**config.mk**
```make
export PLATFORM = sky130hd
export DESIGN_NAME = tick_gen_multi_flat
export DESIGN_NICKNAME = d
export VERILOG_FILES = /design/src/rtl/tick_gen_pkg.sv /design/src/rtl/tick_gen_multi_if.sv /design/src/rtl/tick_chan.sv /design/src/rtl/tick_gen_multi.sv /design/src/flat_wrapper.sv
export SDC_FILE = /design/constraint.sdc
export NUM_CORES = 1
export LEC_CHECK = 0
export ABC_AREA = 1
export BUFFER_PORTS_ARGS = -buffer_cell sky130_fd_sc_hd__buf_4
export CAP_MARGIN = 20
export CELL_PAD_IN_SITES_DETAIL_PLACEMENT = 0
export CELL_PAD_IN_SITES_GLOBAL_PLACEMENT = 1
export CORE_ASPECT_RATIO = 0.5
export CORE_UTILIZATION = 48
export DETAILED_ROUTE_END_ITERATION = 8
export PLACE_DENSITY_LB_ADDON = 0.1
export SETUP_SLACK_MARGIN = 0.2
export SYNTH_ARGS = -nofsm -noshare
export SYNTH_HDL_FRONTEND = slang
export SYNTH_HIERARCHICAL = 1
export SYNTH_SLANG_ARGS = --single-unit
```
**constraint.sdc**
```tcl
create_clock -name clk -period 2.6 [get_ports clk]
set_input_delay 0.13 -clock clk [delete_from_list [all_inputs] [get_ports clk]]
set_output_delay 0.13 -clock clk [all_outputs]
set_load 0.02 [all_outputs]
```
**src/rtl/tick_gen_pkg.sv**
```systemverilog
// rtl/tick_gen_pkg.sv - shared constants and types for the multi-channel tick generator
package tick_gen_pkg;

   localparam int CNT_W_DEF = 27;

   typedef logic [CNT_W_DEF-1:0] cnt_t;

   // Divisors for a 100 MHz system clock; period = D+1 cycles
   localparam int unsigned DIV_100HZ = 32'd999_999;
   localparam int unsigned DIV_1HZ   = 32'd99_999_999;
   localparam int unsigned DIV_2HZ   = 32'd49_999_999;

   // One extra select bit so that out-of-range channel numbers can be presented and rejected
   function automatic int sel_width(input int num_ch);
      return $clog2(num_ch + 1);
   endfunction

endpackage

```
**src/rtl/tick_gen_multi_if.sv**
```systemverilog
// rtl/tick_gen_multi_if.sv - control/divisor-write inputs and tick/square outputs of tick_gen_multi
interface tick_gen_multi_if
   import tick_gen_pkg::*;
#(
   parameter int NUM_CH = 4,
   parameter int CNT_W  = CNT_W_DEF
);
   localparam int SEL_W = sel_width(NUM_CH);

   logic              en;
   logic              clr;
   logic              div_wr;
   logic [SEL_W-1:0]  div_sel;
   logic [CNT_W-1:0]  div_val;
   logic [NUM_CH-1:0] tick;
   logic [NUM_CH-1:0] sq;

   modport master (
      output en, clr, div_wr, div_sel, div_val,
      input  tick, sq
   );

   modport slave (
      input  en, clr, div_wr, div_sel, div_val,
      output tick, sq
   );

endinterface

```
**src/rtl/tick_chan.sv**
```systemverilog
// rtl/tick_chan.sv - one timebase channel: counter, shadow/active divisor, tick flop, optional sq flop
// Square-wave flop present only when TICK_GEN_SQUARE_EN is defined.
module tick_chan #(
   parameter int               CNT_W   = 27,
   parameter logic [CNT_W-1:0] RST_DIV = '0
) (
   input  logic             clk,
   input  logic             rst_n,
   input  logic             en_i,
   input  logic             clr_i,
   input  logic             wr_i,
   input  logic [CNT_W-1:0] wr_val_i,
   output logic             tick_o,
   output logic             sq_o
);

   logic [CNT_W-1:0] cnt_q, cnt_d;
   logic [CNT_W-1:0] shadow_q, shadow_d;
   logic [CNT_W-1:0] active_q, active_d;
   logic             tick_q, tick_d;
   logic             wrap;

   assign wrap = !clr_i && en_i && (cnt_q == active_q);

   // shadow_d already carries a same-cycle write, giving write-through on wrap and clr
   always_comb begin
      shadow_d = wr_i ? wr_val_i : shadow_q;
      cnt_d    = cnt_q;
      active_d = active_q;
      tick_d   = 1'b0;
      if (clr_i) begin
         cnt_d    = '0;
         active_d = shadow_d;
      end else if (wrap) begin
         cnt_d    = '0;
         active_d = shadow_d;
         tick_d   = 1'b1;
      end else if (en_i) begin
         cnt_d    = cnt_q + CNT_W'(1);
      end
   end

   always_ff @(posedge clk or negedge rst_n) begin
      if (!rst_n) begin
         cnt_q    <= '0;
         shadow_q <= RST_DIV;
         active_q <= RST_DIV;
         tick_q   <= 1'b0;
      end else begin
         cnt_q    <= cnt_d;
         shadow_q <= shadow_d;
         active_q <= active_d;
         tick_q   <= tick_d;
      end
   end

   assign tick_o = tick_q;

`ifdef TICK_GEN_SQUARE_EN
   logic sq_q, sq_d;

   always_comb begin
      sq_d = sq_q;
      if (clr_i) begin
         sq_d = 1'b0;
      end else if (wrap) begin
         sq_d = ~sq_q;
      end
   end

   always_ff @(posedge clk or negedge rst_n) begin
      if (!rst_n) begin
         sq_q <= 1'b0;
      end else begin
         sq_q <= sq_d;
      end
   end

   assign sq_o = sq_q;
`else
   assign sq_o = 1'b0;
`endif

endmodule

```
**src/rtl/tick_gen_multi.sv**
```systemverilog
// rtl/tick_gen_multi.sv - NUM_CH runtime-programmable tick-enable generators with pause/restart
// Optional square-wave outputs enabled by TICK_GEN_SQUARE_EN.
module tick_gen_multi
   import tick_gen_pkg::*;
#(
   parameter int          NUM_CH  = 4,
   parameter int          CNT_W   = CNT_W_DEF,
   parameter int unsigned DEF_DIV = DIV_100HZ
) (
   input  logic            clk,
   input  logic            reset,
   tick_gen_multi_if.slave bus
);

   localparam int SEL_W = sel_width(NUM_CH);

   if (NUM_CH < 1 || (64'(DEF_DIV) >> CNT_W) != 64'd0) begin : g_bad_cfg
      $error("tick_gen_multi: NUM_CH must be >= 1 and DEF_DIV must fit in CNT_W bits");
   end

   logic [NUM_CH-1:0] wr_w;
   logic [NUM_CH-1:0] tick_w;
   logic [NUM_CH-1:0] sq_w;

   // Selects at or above NUM_CH match no channel, so such writes are dropped
   for (genvar i = 0; i < NUM_CH; i++) begin : g_chan
      assign wr_w[i] = bus.div_wr && (bus.div_sel == SEL_W'(i));

      tick_chan #(
         .CNT_W   (CNT_W),
         .RST_DIV (CNT_W'(DEF_DIV))
      ) u_chan (
         .clk      (clk),
         .rst_n    (reset),
         .en_i     (bus.en),
         .clr_i    (bus.clr),
         .wr_i     (wr_w[i]),
         .wr_val_i (bus.div_val),
         .tick_o   (tick_w[i]),
         .sq_o     (sq_w[i])
      );
   end

   assign bus.tick = tick_w;
   assign bus.sq   = sq_w;

endmodule

```
**src/flat_wrapper.sv**
```systemverilog
// flat-port wrapper written by rule: the top's interface ports become plain ports
module tick_gen_multi_flat import tick_gen_pkg::*;
#(
   parameter int          NUM_CH  = 4,
   parameter int          CNT_W   = CNT_W_DEF,
   parameter int unsigned DEF_DIV = DIV_100HZ
)
  (clk, reset, bus_en, bus_clr, bus_div_wr, bus_div_sel, bus_div_val, bus_tick, bus_sq);
  tick_gen_multi_if #(.NUM_CH(NUM_CH), .CNT_W(CNT_W)) bus_i ();
  input  logic clk;
  input  logic reset;
  input wire logic [$bits(bus_i.en)-1:0] bus_en;
  input wire logic [$bits(bus_i.clr)-1:0] bus_clr;
  input wire logic [$bits(bus_i.div_wr)-1:0] bus_div_wr;
  input wire logic [$bits(bus_i.div_sel)-1:0] bus_div_sel;
  input wire logic [$bits(bus_i.div_val)-1:0] bus_div_val;
  output wire logic [$bits(bus_i.tick)-1:0] bus_tick;
  output wire logic [$bits(bus_i.sq)-1:0] bus_sq;
  assign bus_i.en = bus_en;
  assign bus_i.clr = bus_clr;
  assign bus_i.div_wr = bus_div_wr;
  assign bus_i.div_sel = bus_div_sel;
  assign bus_i.div_val = bus_div_val;
  assign bus_tick = bus_i.tick;
  assign bus_sq = bus_i.sq;
  tick_gen_multi #(.NUM_CH(NUM_CH), .CNT_W(CNT_W), .DEF_DIV(DEF_DIV)) u_core (.clk(clk), .reset(reset), .bus(bus_i));
endmodule
```
[Word level (Yosys, flattened, before mapping)]
Index checks and enable logic that the tools add are counted.
Word-level totals
  bits in registers: 328
  input port bits: 35
  logic and storage cells: 78
Cells by class
  $add $sub $neg: 4
  equal/unequal tests: 7
  muxes and demuxes: 32
  reduce and logical (&&, ||, !) cells: 19
Operators with widths (number)
  $mux W27: 24
  $add A27 B1 Y27 const B: 4
  $eq A27 B27 Y1: 4
  $reduce_bool A3 Y1: 4
  $logic_and A1 B1 Y1: 9
  $mux W1: 8
  $reduce_bool A2 Y1: 4
  $eq A3 B2 Y1 const B: 2
  $eq A3 B1 Y1 const B: 1
  $logic_not A3 Y1: 1
  $logic_not A1 Y1: 1

[Logic depth before layout (Yosys ltp)]
Gate-level depths: netlist of the first run.
  word-level depth: 5
  gate-level depth with buffers: 11
  gate-level depth less buffers: 10

[By module]
Netlist of the first run, hierarchy kept.
Modules (own cells, without submodules)
  tick_chan: instances 4, cells each 548, area each 4311.6 µm²
  tick_gen_multi: instances 1, cells each 12, area each 47.5 µm²

[Worst setup path after synthesis of the first run]
No wires, ideal clock.
  kind: register to register
  start: reg u_core.g_chan[0].u_chan.active_q[1]
  end: reg u_core.g_chan[0].u_chan.cnt_q[12]
  library setup time: 0.121 ns
  data arrival time: 1.426 ns
  data required time: 2.479 ns
  slack: 1.052 ns
  stages on the path, launching flop included: 11
  cells stage by stage: dfstp_2 -> inv_1 -> nand2_1 -> nand2_1 -> clkinv_1 -> nand2_1 -> nor2_1 -> nand3_1 -> o21ai_4 -> buf_2 -> nor2_1
On the way
  longest elaborated chain between the ends: 4
RTL lines
  start, declared: line tick_chan.sv:19  | logic [CNT_W-1:0] active_q, active_d;
  start signal, assigned: line tick_chan.sv:52  | active_q <= active_d;
  $eq A27 B27 Y1 (*): line tick_chan.sv:23  | assign wrap = !clr_i && en_i && (cnt_q == active_q);
  $logic_and A1 B1 Y1 (*): line tick_chan.sv:23
  $mux W27: line tick_chan.sv:34  | end else if (wrap) begin
  $mux W27: line tick_chan.sv:31  | if (clr_i) begin
  end signal, assigned: line tick_chan.sv:50  | cnt_q <= cnt_d;
  end, declared: line tick_chan.sv:17  | logic [CNT_W-1:0] cnt_q, cnt_d;
Mark *: on every way between the ends. The rest lies on a longest branch, timed or not.
A chain may end at the register's enable or synchronous reset.

[Worst setup path after layout of the first run]
  start: reg u_core.g_chan[2].u_chan.active_q[5]
  end: reg u_core.g_chan[2].u_chan.active_q[15]
On the way
  longest elaborated chain between the ends: 3
RTL lines (line)
  start, declared: tick_chan.sv:19
  start signal, assigned: tick_chan.sv:52
  $eq A27 B27 Y1: tick_chan.sv:23
  $logic_and A1 B1 Y1: tick_chan.sv:23
  $reduce_bool A2 Y1 (no source line)
Every way passes these cells.

==> metrics.txt, run 1 <==
status completed; Cell Area, Synth 17,300 µm²; vias in the first global route 12,900; num ports 43; final setup fails 0; Netlist cell types 28; clock root buffer clkbuf_16; type of origin of the critical path flop; 1st-iter DRT viols 1,092; Slew Limit Headroom 53.5%; P&R area growth vs syn 12.8%; vias 13,900; WS Path Type flop to flop; met2 usage 36.2%; cell family with most CP delay simple AND/OR/NAND/NOR gates; Final Hold Fails 0; slowest CP cell dfstp_2; Synthesis Warnings 6; Buffers & Inverters on Critical Path 2; Post-CTS Setup Inserts 0; share of cells above drive strength 1 16.3%; Overall Global Routing Usage 26.1%; pwr dens 711 nW/µm²; Tightest Pin Transition 697 ps; H-tree depth 1; DRC viols 0; area leader, netlist dfrtp_1; Max Clock Skew 10.1 ps; overall power 13.9 mW; CTS clock-pin slew for the worst setup and hold paths 70 ps; r2r setup slk 600 ps; GRT Max-Usage Layer met1; drt pass-1 iters 5; Routed Antenna Nets 0; # resized after CTS 0; FILL cells 3,303; die height 136 µm; final slew viol count 0; slowest cell delay on critical path 560 ps; clock buffer count from CTS 30; sequential fraction of the synthesis area 48.2%; GPL Wtd Cong 0.869; Longest Clk Path Bufs 3; # diodes 0; Initial Utilization 49.5%; final WL 46.9 mm; core area 35,000 µm²; hold crit path type input port to flop; Cell Chain, Critical Path inv_1 -> nand2_1 -> nand3_1 -> nor2_1 -> nand2_1 -> nor2_1 -> nand2_1 -> buf_4 -> nand3_1 -> nand2_1; peak supply drop 0.448 mV; Synthesized Nets 2,243; minimum clock period 2000 ps; CTS tree yes; Setup crit end kind flop; CP max FO 16; initial antenna violation count 0; Synth Instances 2,204; area fraction of the dominant cell type after synthesis 33.6%; setup_tns 0 ps; RSZ-0062 raised after global routing no; Worst EP arrival 2450 ps; largest net degree at the start of global routing 85; GRT overflow 0; Routed WL per cell 16.9 µm; hold buffer count at CTS 28; row cnt 48; GR Util met1 42.9%; leading post-synthesis cells by cell area dfrtp_1 34%, nand2_1 17%, dfstp_2 15%, mux2_2 7.0%, nand3_1 6.1%; clk_lat worst skew 570 ps; Synth Area per Inst 7.85 µm²; vias per inst 5.02; Leakage 9.38 nW; die area 36,800 µm²; FF+latch count, synth 328; Die X 270 µm; first-pass GRT wire length 74.4 mm; CP required 3050 ps; most used cell, CP nand2_1; hold slack 52.7 ps; fin crit share 76.8%; GR Util met3 3.59%; max cap viols 0; input/output buffers 38; Final nets 2,311; Sink Count 328; Max Freq 0.501 GHz; hpwl dp 33.3 mm
tightest hold or removal path: cells and delay by family:
family	cells	cell delay [ps]
buffers and inverters	2	280
and+or+nand+nor	3	170
through the flow:
| stage | setup slack, ps | std cells | cell area, µm² | util [%] |
|---|---|---|---|---|
| after floorplan | 1050 | 2204 | 17300 | - |
| after global placement | 632 | 2687 | 18200 | 52.0 |
| after detailed placement | 621 | 2687 | 18200 | 52.0 |
| after CTS | 609 | 2771 | 19500 | 55.8 |
| after global routing | 439 | 2771 | 19500 | 55.8 |
| final | 603 | 2771 | 19500 | 55.8 |
kinds of logic after synthesis:
group	share of synthesized area, %
AOI/OAI and AO/OA	1.82
xor gates and xnor gates	3.85
adders and majority gates	0.289
buffers and inverters	7.82
DFF	48.2
muxes	7.03
other	0.0868
and+or+nand+nor	30.9
layout by cell type (no fill, tap or decap), drive strengths merged:
cell type / instances
nand2: 765
inv: 275
nor2: 260
dfrtp: 232
nand3: 212
mux2: 108
dfstp: 96
xor2: 68
buf: 64
clkbuf: 47
nand4: 32
o21ai: 32
dlygate4sd3: 28
nor3: 20
a21oi: 16
xnor2: 8
nor4: 8
clkinv: 8
o21bai: 4
ha: 4
conb: 4
clkinvlp: 3
bufinv: 2
Yosys cell counts:
cell type	instances
nand4_1	32
ha_1	4
conb_1	4
inv_2	28
nor2_4	4
nand2_1	764
buf_1	8
dfstp_2	96
o21ai_4	4
nand3_1	212
xnor2_1	8
nor2_1	248
nand2_2	1
nor3_1	12
nor4_1	8
nor3_2	8
a21oi_1	16
nor2_2	8
buf_4	16
buf_2	28
mux2_2	108
clkbuf_1	4
clkinv_1	4
dfrtp_1	232
o21ai_0	28
xor2_1	68
inv_1	247
o21bai_1	4
area by class of cell:
| type | count | area [µm²] | area share, % |
|---|---|---|---|
| clock buffers | 47 | 948 | 4.86 |
| inverters | 279 | 1050 | 5.37 |
| well taps | 475 | 594 | 3.05 |
| multi-input cells | 1541 | 7620 | 39.1 |
| flip-flops and latches | 328 | 8330 | 42.7 |
| repair buffers | 92 | 868 | 4.45 |
| clock inverters | 9 | 106 | 0.545 |
sequential cells by signal, summed over array words and instances, names as in the netlist:
signal,cells
u_core/g_chan.u_chan/cnt_q,108
u_core/g_chan.u_chan/tick_o,4
u_core/g_chan.u_chan/active_q,108
u_core/g_chan.u_chan/shadow_q,108
per-layer routing:
| layer | up-vias | part of all wire, % |
|---|---|---|
| met5 | - | 0 |
| li1 | 6978 | - |
| met2 | 293 | 40 |
| met1 | 6590 | 54 |
| met3 | 42 | 4.7 |
| met4 | 0 | 1.3 |
final timing paths:
path	from	endpoint	cells after the start
worst max-delay path	u_core/g_chan[2].u_chan/active_q[5]	u_core/g_chan[2].u_chan/active_q[15]	10
worst min-delay path	bus_en	u_core/g_chan[0].u_chan/cnt_q[1]	5
worst max register to register	u_core/g_chan[2].u_chan/active_q[5]	u_core/g_chan[2].u_chan/active_q[15]	10
worst min register to register	u_core/g_chan[3].u_chan/active_q[2]	u_core/g_chan[3].u_chan/active_q[2]	2
max in group asynchronous	reset	u_core/g_chan[2].u_chan/active_q[3]	3
min in group asynchronous	reset	u_core/g_chan[3].u_chan/cnt_q[23]	2
power by group:
part / total (mW) / switching [mW] / internal [mW] / leakage, nW
clock: 4.72 / 2.01 / 2.71 / 0.510
sequential: 6.69 / 0.610 / 6.08 / 4.03
combinational: 2.46 / 1.45 / 1.01 / 4.84
total: 13.9 / 4.07 / 9.80 / 9.38
(Power assumes the default switching activity.)
==> inputs of run 2 (changes only) <==
--- a/config.mk
+++ b/config.mk
@@ -11,7 +11,7 @@
 export CELL_PAD_IN_SITES_DETAIL_PLACEMENT = 0
 export CELL_PAD_IN_SITES_GLOBAL_PLACEMENT = 1
 export CORE_ASPECT_RATIO = 0.5
-export CORE_UTILIZATION = 48
+export CORE_UTILIZATION = 43
 export DETAILED_ROUTE_END_ITERATION = 8
 export PLACE_DENSITY_LB_ADDON = 0.1
 export SETUP_SLACK_MARGIN = 0.2
==> constraint.sdc (replaced) <==
create_clock -name clk -period 1.78 [get_ports clk]
set_input_delay 0.089 -clock clk [delete_from_list [all_inputs] [get_ports clk]]
set_output_delay 0.089 -clock clk [all_outputs]
set_load 0.02 [all_outputs]
==> run 2 against run 1 <==
  * The flow now finishes with violations (negative setup slack)
  * Combinational power up 84%
  * Highest routed layer unchanged
  * Global-route usage down 0.29 points
  * Maximum frequency up 7.5%
  * Sequential share of layout area down 5.5 points
  * Total power up 59%
  * Largest power group unchanged
==> metrics.txt, run 2 (same netlist as run 1, synthesis figures left out) <==
status complete, but fails checks; failing checks negative setup slack; max cap viols 0 (unchanged); Setup crit end kind flop; minimum clock period 1860 ps (-140 ps); Final Worst Setup Slack -77.1 ps (-680 ps); pwr dens 979 nW/µm² (+38%); hold slack 23.1 ps (-29.6 ps); die area 41,100 µm² (+11%); 1st-iter DRT viols 1,086 (-0.55%); largest net degree at the start of global routing 80 (-5.9%); Initial Utilization 44.1% (-5.4 points); CTS clock-pin slew for the worst setup and hold paths 60 ps (about the same); sequential cell area 8350 µm² (+0.32%); Max Clock Skew 18.7 ps (+8.61 ps); Area after DPL 19,200 µm² (+5.4%); vias per inst 4.99 (-0.55%); GPL Wtd Cong 0.891 (+2.6%); final slew viol count 0 (unchanged); Routed WL per cell 18.1 µm (+7.0%); multi-input logic area 8570 µm² (+12%); Slew Limit Headroom 51.3% (-2.2 points); Final Hold Fails 0 (unchanged); share of cells above drive strength 1 32.7% (+16 points); Overall Global Routing Usage 25.8% (-0.29 points); num ports 43 (unchanged); Max Freq 0.538 GHz (+7.5%); Worst EP arrival 2280 ps (-170 ps); clk_lat worst skew 540 ps (-30 ps); hpwl dp 36.8 mm (+11%); P&R area growth vs syn 30.0%; Largest regs u_core/g_chan.u_chan/active_q (108), u_core/g_chan.u_chan/cnt_q (108), u_core/g_chan.u_chan/shadow_q (108); design area 22,500 µm² (+15%); final setup fails 130 (+130); Sink Count 328 (unchanged); clock root buffer clkbuf_16; Tightest Pin Transition 728 ps (+30.2 ps); clock buffer count from CTS 34 (+13%); CP max FO 6 (-10); Routed Antenna Nets 0 (unchanged); input/output buffers 38 (unchanged); FILL cells 3,671 (+11%); row cnt 51 (+6.3%); RSZ-0062 raised after global routing yes; final WL 54.2 mm (+15%); core area 39,200 µm² (+12%); drt pass-1 iters 5 (unchanged); Leakage 10.7 nW (+14%); vias 14,900 (+7.3%); hold crit path type input port to flop; DRC viols 0 (unchanged); initial antenna violation count 2 (+2); GRT overflow 0 (unchanged); most frequent cells in the layout 646 x nand2_1, 231 x inv_1, 211 x dfrtp_1; CTS tree yes; fin crit share 104% (+28 points); die height 144 µm (+5.6%); type of origin of the critical path flop; WS Path Type flop to flop; Final nets 2,472 (+7.0%); first-pass GRT wire length 80.4 mm (+8.1%); most common cell after layout, fill and taps aside nand2_1; vias in the first global route 13,600 (+6.2%); CP required 2210 ps (-840 ps); peak supply drop 0.580 mV (+30%); Die X 286 µm (+5.6%); H-tree depth 2 (+1); Post-Place Setup Slack -31.5 ps (-653 ps); Longest Clk Path Bufs 3 (unchanged); setup_tns -4060 ps (-4060 ps)
==> run 2: cell count changes in the layout (fill, tap and decap cells not counted), sizes merged <==
cell	delta
bufinv	+2
diode	+1
clkinvlp	-3
inv	+5
clkbuf	+11
dlygate4sd3	+1
clkinv	+3
buf	+144
==> run 2: through the flow <==
step                      instances  power, mW  utilization [%]
after floorplan                2204       12.1                -
after global placement         2844       13.5             48.8
after detailed placement       2844       13.6             48.8
after CTS                      2946       21.6             53.7
after global routing           2989       23.2             57.3
final                          2990       22.0             57.3
==> run 2: path summary, 6_finish.rpt <==
path | from | to | slack [ps] | cells past startpoint
min | bus_en | u_core/g_chan[3].u_chan/cnt_q[1] | 20 | 5
min reg2reg | u_core/g_chan[2].u_chan/active_q[14] | u_core/g_chan[2].u_chan/active_q[14] | 490 | 2
max | u_core/g_chan[1].u_chan/active_q[1] | u_core/g_chan[1].u_chan/cnt_q[8] | -80 | 11
min in group asynchronous | reset | u_core/g_chan[3].u_chan/active_q[2] | 180 | 2
max reg2reg | u_core/g_chan[1].u_chan/active_q[1] | u_core/g_chan[1].u_chan/cnt_q[8] | -80 | 11
max in group asynchronous | reset | u_core/g_chan[3].u_chan/cnt_q[4] | 590 | 3
==> run 2: area by class of cell <==
type	instances	area share, %
Inverter	279	4.67
Clock inverter	16	0.868
Sequential cell	328	37.2
Tap cell	530	2.95
Timing Repair Buffer	249	11.8
Multi-Input combinational cell	1541	38.1
Clock buffer	46	4.45
Antenna cell	1	0.0111
==> run 2: power breakdown <==
part	internal [mW]	leakage [nW]	switching [mW]
Combinational	1.94	6.07	2.58
Sequential	8.90	4.00	0.862
Clock	4.56	0.598	3.16
==> run 2: repair_timing <==
item                                   in CTS  in global routing
endpoints found under the hold margin     416                  0
gates cloned                                2                 16
setup buffers                               9                 27
pin swaps                                  58                122
gates resized for setup                    89                268
setup endpoints to repair                 214                219
hold buffers                               29                  0
==> run 2: metal layers <==
layer	wire length (µm)	part of all wire (%)	up-vias	track usage, %
li1	-	-	7323	-
met1	28300	52	7220	41.8
met2	22400	41	329	35.9
met3	2900	5.3	48	3.49
met4	618	1.1	0	5.01
met5	0	0	-	0
==> run 2: critical path: stages (launching register included) <==
cell,delay (ps)
dfstp_2,570
inv_2,40
nand2_2,70
nand2_2,50
inv_2,50
nand2_2,40
nor2_2,130
nand3_2,120
o21ai_4,260
buf_6,190
clkbuf_16,180
nor2_2,30
==> inputs of run 3 (changes only) <==
--- a/config.mk
+++ b/config.mk
@@ -7,7 +7,6 @@
 export LEC_CHECK = 0
 export ABC_AREA = 1
 export BUFFER_PORTS_ARGS = -buffer_cell sky130_fd_sc_hd__buf_4
-export CAP_MARGIN = 20
 export CELL_PAD_IN_SITES_DETAIL_PLACEMENT = 0
 export CELL_PAD_IN_SITES_GLOBAL_PLACEMENT = 1
 export CORE_ASPECT_RATIO = 0.5
@@ -15,7 +14,9 @@
 export DETAILED_ROUTE_END_ITERATION = 8
 export PLACE_DENSITY_LB_ADDON = 0.1
 export SETUP_SLACK_MARGIN = 0.2
+export SLEW_MARGIN = 10
 export SYNTH_ARGS = -nofsm -noshare
 export SYNTH_HDL_FRONTEND = slang
 export SYNTH_HIERARCHICAL = 1
 export SYNTH_SLANG_ARGS = --single-unit
+export TNS_END_PERCENT = 30
==> run 3 against run 2 <==
  * The run still ends with negative setup slack left
  * Count of clock-buffer cells in the layout unchanged
  * Worst hold slack gained 13 ps
  * Wire length fell by 2.0%
  * Die area unchanged
  * Global-route usage is 0.061 points higher
  * Non-clock buffer count down 21
  * Sequential share of layout area up 0.72 points
  * Register-to-register slack barely moved
==> metrics.txt, run 3 (same netlist as run 1, synthesis figures left out) <==
CTS tree yes; clock buffer count from CTS 34 (unchanged); Die X 286 µm (unchanged); num ports 43 (unchanged); Max Freq 0.540 GHz (+0.24%); pwr dens 993 nW/µm² (+1.4%); Longest Clk Path Bufs 3 (unchanged); Final Hold Fails 0 (unchanged); hold crit path type input port to flop; Leakage 10.5 nW (-1.5%); vias 14,700 (-1.4%); fin util 56.1% (-1.2 points); Slew Limit Headroom 49.0% (-2.3 points); Largest regs u_core/g_chan.u_chan/active_q (108), u_core/g_chan.u_chan/cnt_q (108), u_core/g_chan.u_chan/shadow_q (108); hpwl dp 36.8 mm (unchanged); max cap viols 0 (unchanged); CP max FO 7 (+1); vias in the first global route 13,700 (+0.31%); most frequent cells in the layout 645 x nand2_1, 231 x inv_1, 220 x dfrtp_1; largest net degree at the start of global routing 80 (unchanged); DRC viols 0 (unchanged); input/output buffers 38 (unchanged); final slew viol count 0 (unchanged); core area 39,200 µm² (unchanged); GRT overflow 0 (unchanged); most common cell after layout, fill and taps aside nand2_1; Tightest Pin Transition 763 ps (+35.0 ps); RSZ-0062 raised after global routing yes; Max Clock Skew 20.3 ps (+1.60 ps); Setup crit end kind flop; CP required 2250 ps (+40 ps); CTS clock-pin slew for the worst setup and hold paths 70 ps (about the same); Sink Count 328 (unchanged); die height 144 µm (unchanged); initial antenna violation count 2 (unchanged); Post-Place Setup Slack -31.5 ps (unchanged); H-tree depth 2 (unchanged); minimum clock period 1850 ps (-4.50 ps); overall power 21.9 mW (-0.65%); WS Path Type flop to flop; vias per inst 4.96 (-0.70%); Final nets 2,451 (-0.85%); peak supply drop 0.578 mV (-0.32%); FILL cells 3,691 (+0.54%); type of origin of the critical path flop; GPL Wtd Cong 0.891 (unchanged); share of cells above drive strength 1 30.5% (-2.2 points); P&R area growth vs syn 27.4%; clock root buffer clkbuf_16; Routed Antenna Nets 0 (unchanged); first-pass GRT wire length 80.6 mm (+0.21%); Routed WL per cell 17.9 µm (-1.3%); status complete, but fails checks; final setup fails 132 (+1.5%); final WL 53.1 mm (-2.0%); 1st-iter DRT viols 1,030 (-5.2%); Overall Global Routing Usage 25.9% (+0.061 points); clk_lat worst skew 540 ps (about the same); row cnt 51 (unchanged); die area 41,100 µm² (unchanged); drt pass-1 iters 5 (unchanged); hold slack 35.6 ps (+12.5 ps); fin crit share 104% (-0.25 points); Initial Utilization 44.1% (unchanged); failing checks negative setup slack; Worst EP arrival 2320 ps (+40 ps); Final Worst Setup Slack -72.6 ps (+4.50 ps)
## run 3: cell count changes in the layout (fill, tap and decap cells not counted), moves of 6 or more
cell	previous run	this run
buf_12	29	23
buf_4	155	146
dfrtp_1	211	220
dfrtp_2	21	12
nor2_1	170	190
nor2_2	57	49
nor2_4	33	21
## run 3: per-layer routing
metal / vias to the layer above / GRT usage (%) / wire length, µm
met5: - / 0 / 0
li1: 7282 / - / -
met4: 0 / 5.01 / 739
met1: 7094 / 41.7 / 27900
met3: 55 / 3.79 / 2680
met2: 281 / 35.9 / 21800
## run 3: repair_timing
item / CTS / global route
hold buffers: 29 / 0
endpoints found under the hold margin: 416 / 0
pin swaps: 86 / 118
resized for setup: 115 / 180
gates cloned: 2 / 12
setup buffers: 9 / 10
endpoints found under the setup margin: 214 / 219
## run 3: path summary, 6_finish.rpt
check,startpoint,endpoint,slack (ps),cells past startpoint
max,u_core/g_chan[3].u_chan/active_q[17],u_core/g_chan[3].u_chan/active_q[13],-70,12
min,bus_en,u_core/g_chan[3].u_chan/cnt_q[1],40,5
max reg2reg,u_core/g_chan[3].u_chan/active_q[17],u_core/g_chan[3].u_chan/active_q[13],-70,12
min reg2reg,u_core/g_chan[2].u_chan/active_q[14],u_core/g_chan[2].u_chan/active_q[14],490,2
max in group asynchronous,reset,u_core/g_chan[3].u_chan/active_q[15],610,3
min in group asynchronous,reset,u_core/g_chan[3].u_chan/shadow_q[5],190,2
## run 3: cell type report
cell class / count / area, µm² / share of cell area (%)
diodes: 1 / 2.50 / 0.0114
clock buffers: 46 / 1000 / 4.54
clock inverters: 16 / 195 / 0.886
inverters: 279 / 1050 / 4.77
multi-input cells: 1541 / 8420 / 38.2
flip-flops and latches: 328 / 8340 / 37.9
well taps: 530 / 663 / 3.01
repair buffers: 228 / 2350 / 10.7
## run 3: critical path, stage by stage, from the launching register on
cell,delay [ps]
dfstp_2,580
inv_2,40
nand2_2,60
nand2_2,60
nor2_2,100
nand2_1,50
nor2_1,110
nand2_1,110
o21ai_4,250
buf_6,160
clkbuf_16,160
nand2_2,60
nand2_2,50
## run 3: power breakdown
part / internal (mW) / switching [mW]
Clock: 4.56 / 3.15
Combinational: 1.88 / 2.52
Sequential: 8.89 / 0.859
## run 3: metrics by stage
stage                     instances  cell area, µm²  TNS (ps)
final                          2969           22000     -3730
after global routing           2968           22000    -20380
after CTS                      2946           21200     -20.6
after detailed placement       2844           19200     -65.5
after global placement         2844           19200      -108
after floorplan                2204           17300         0
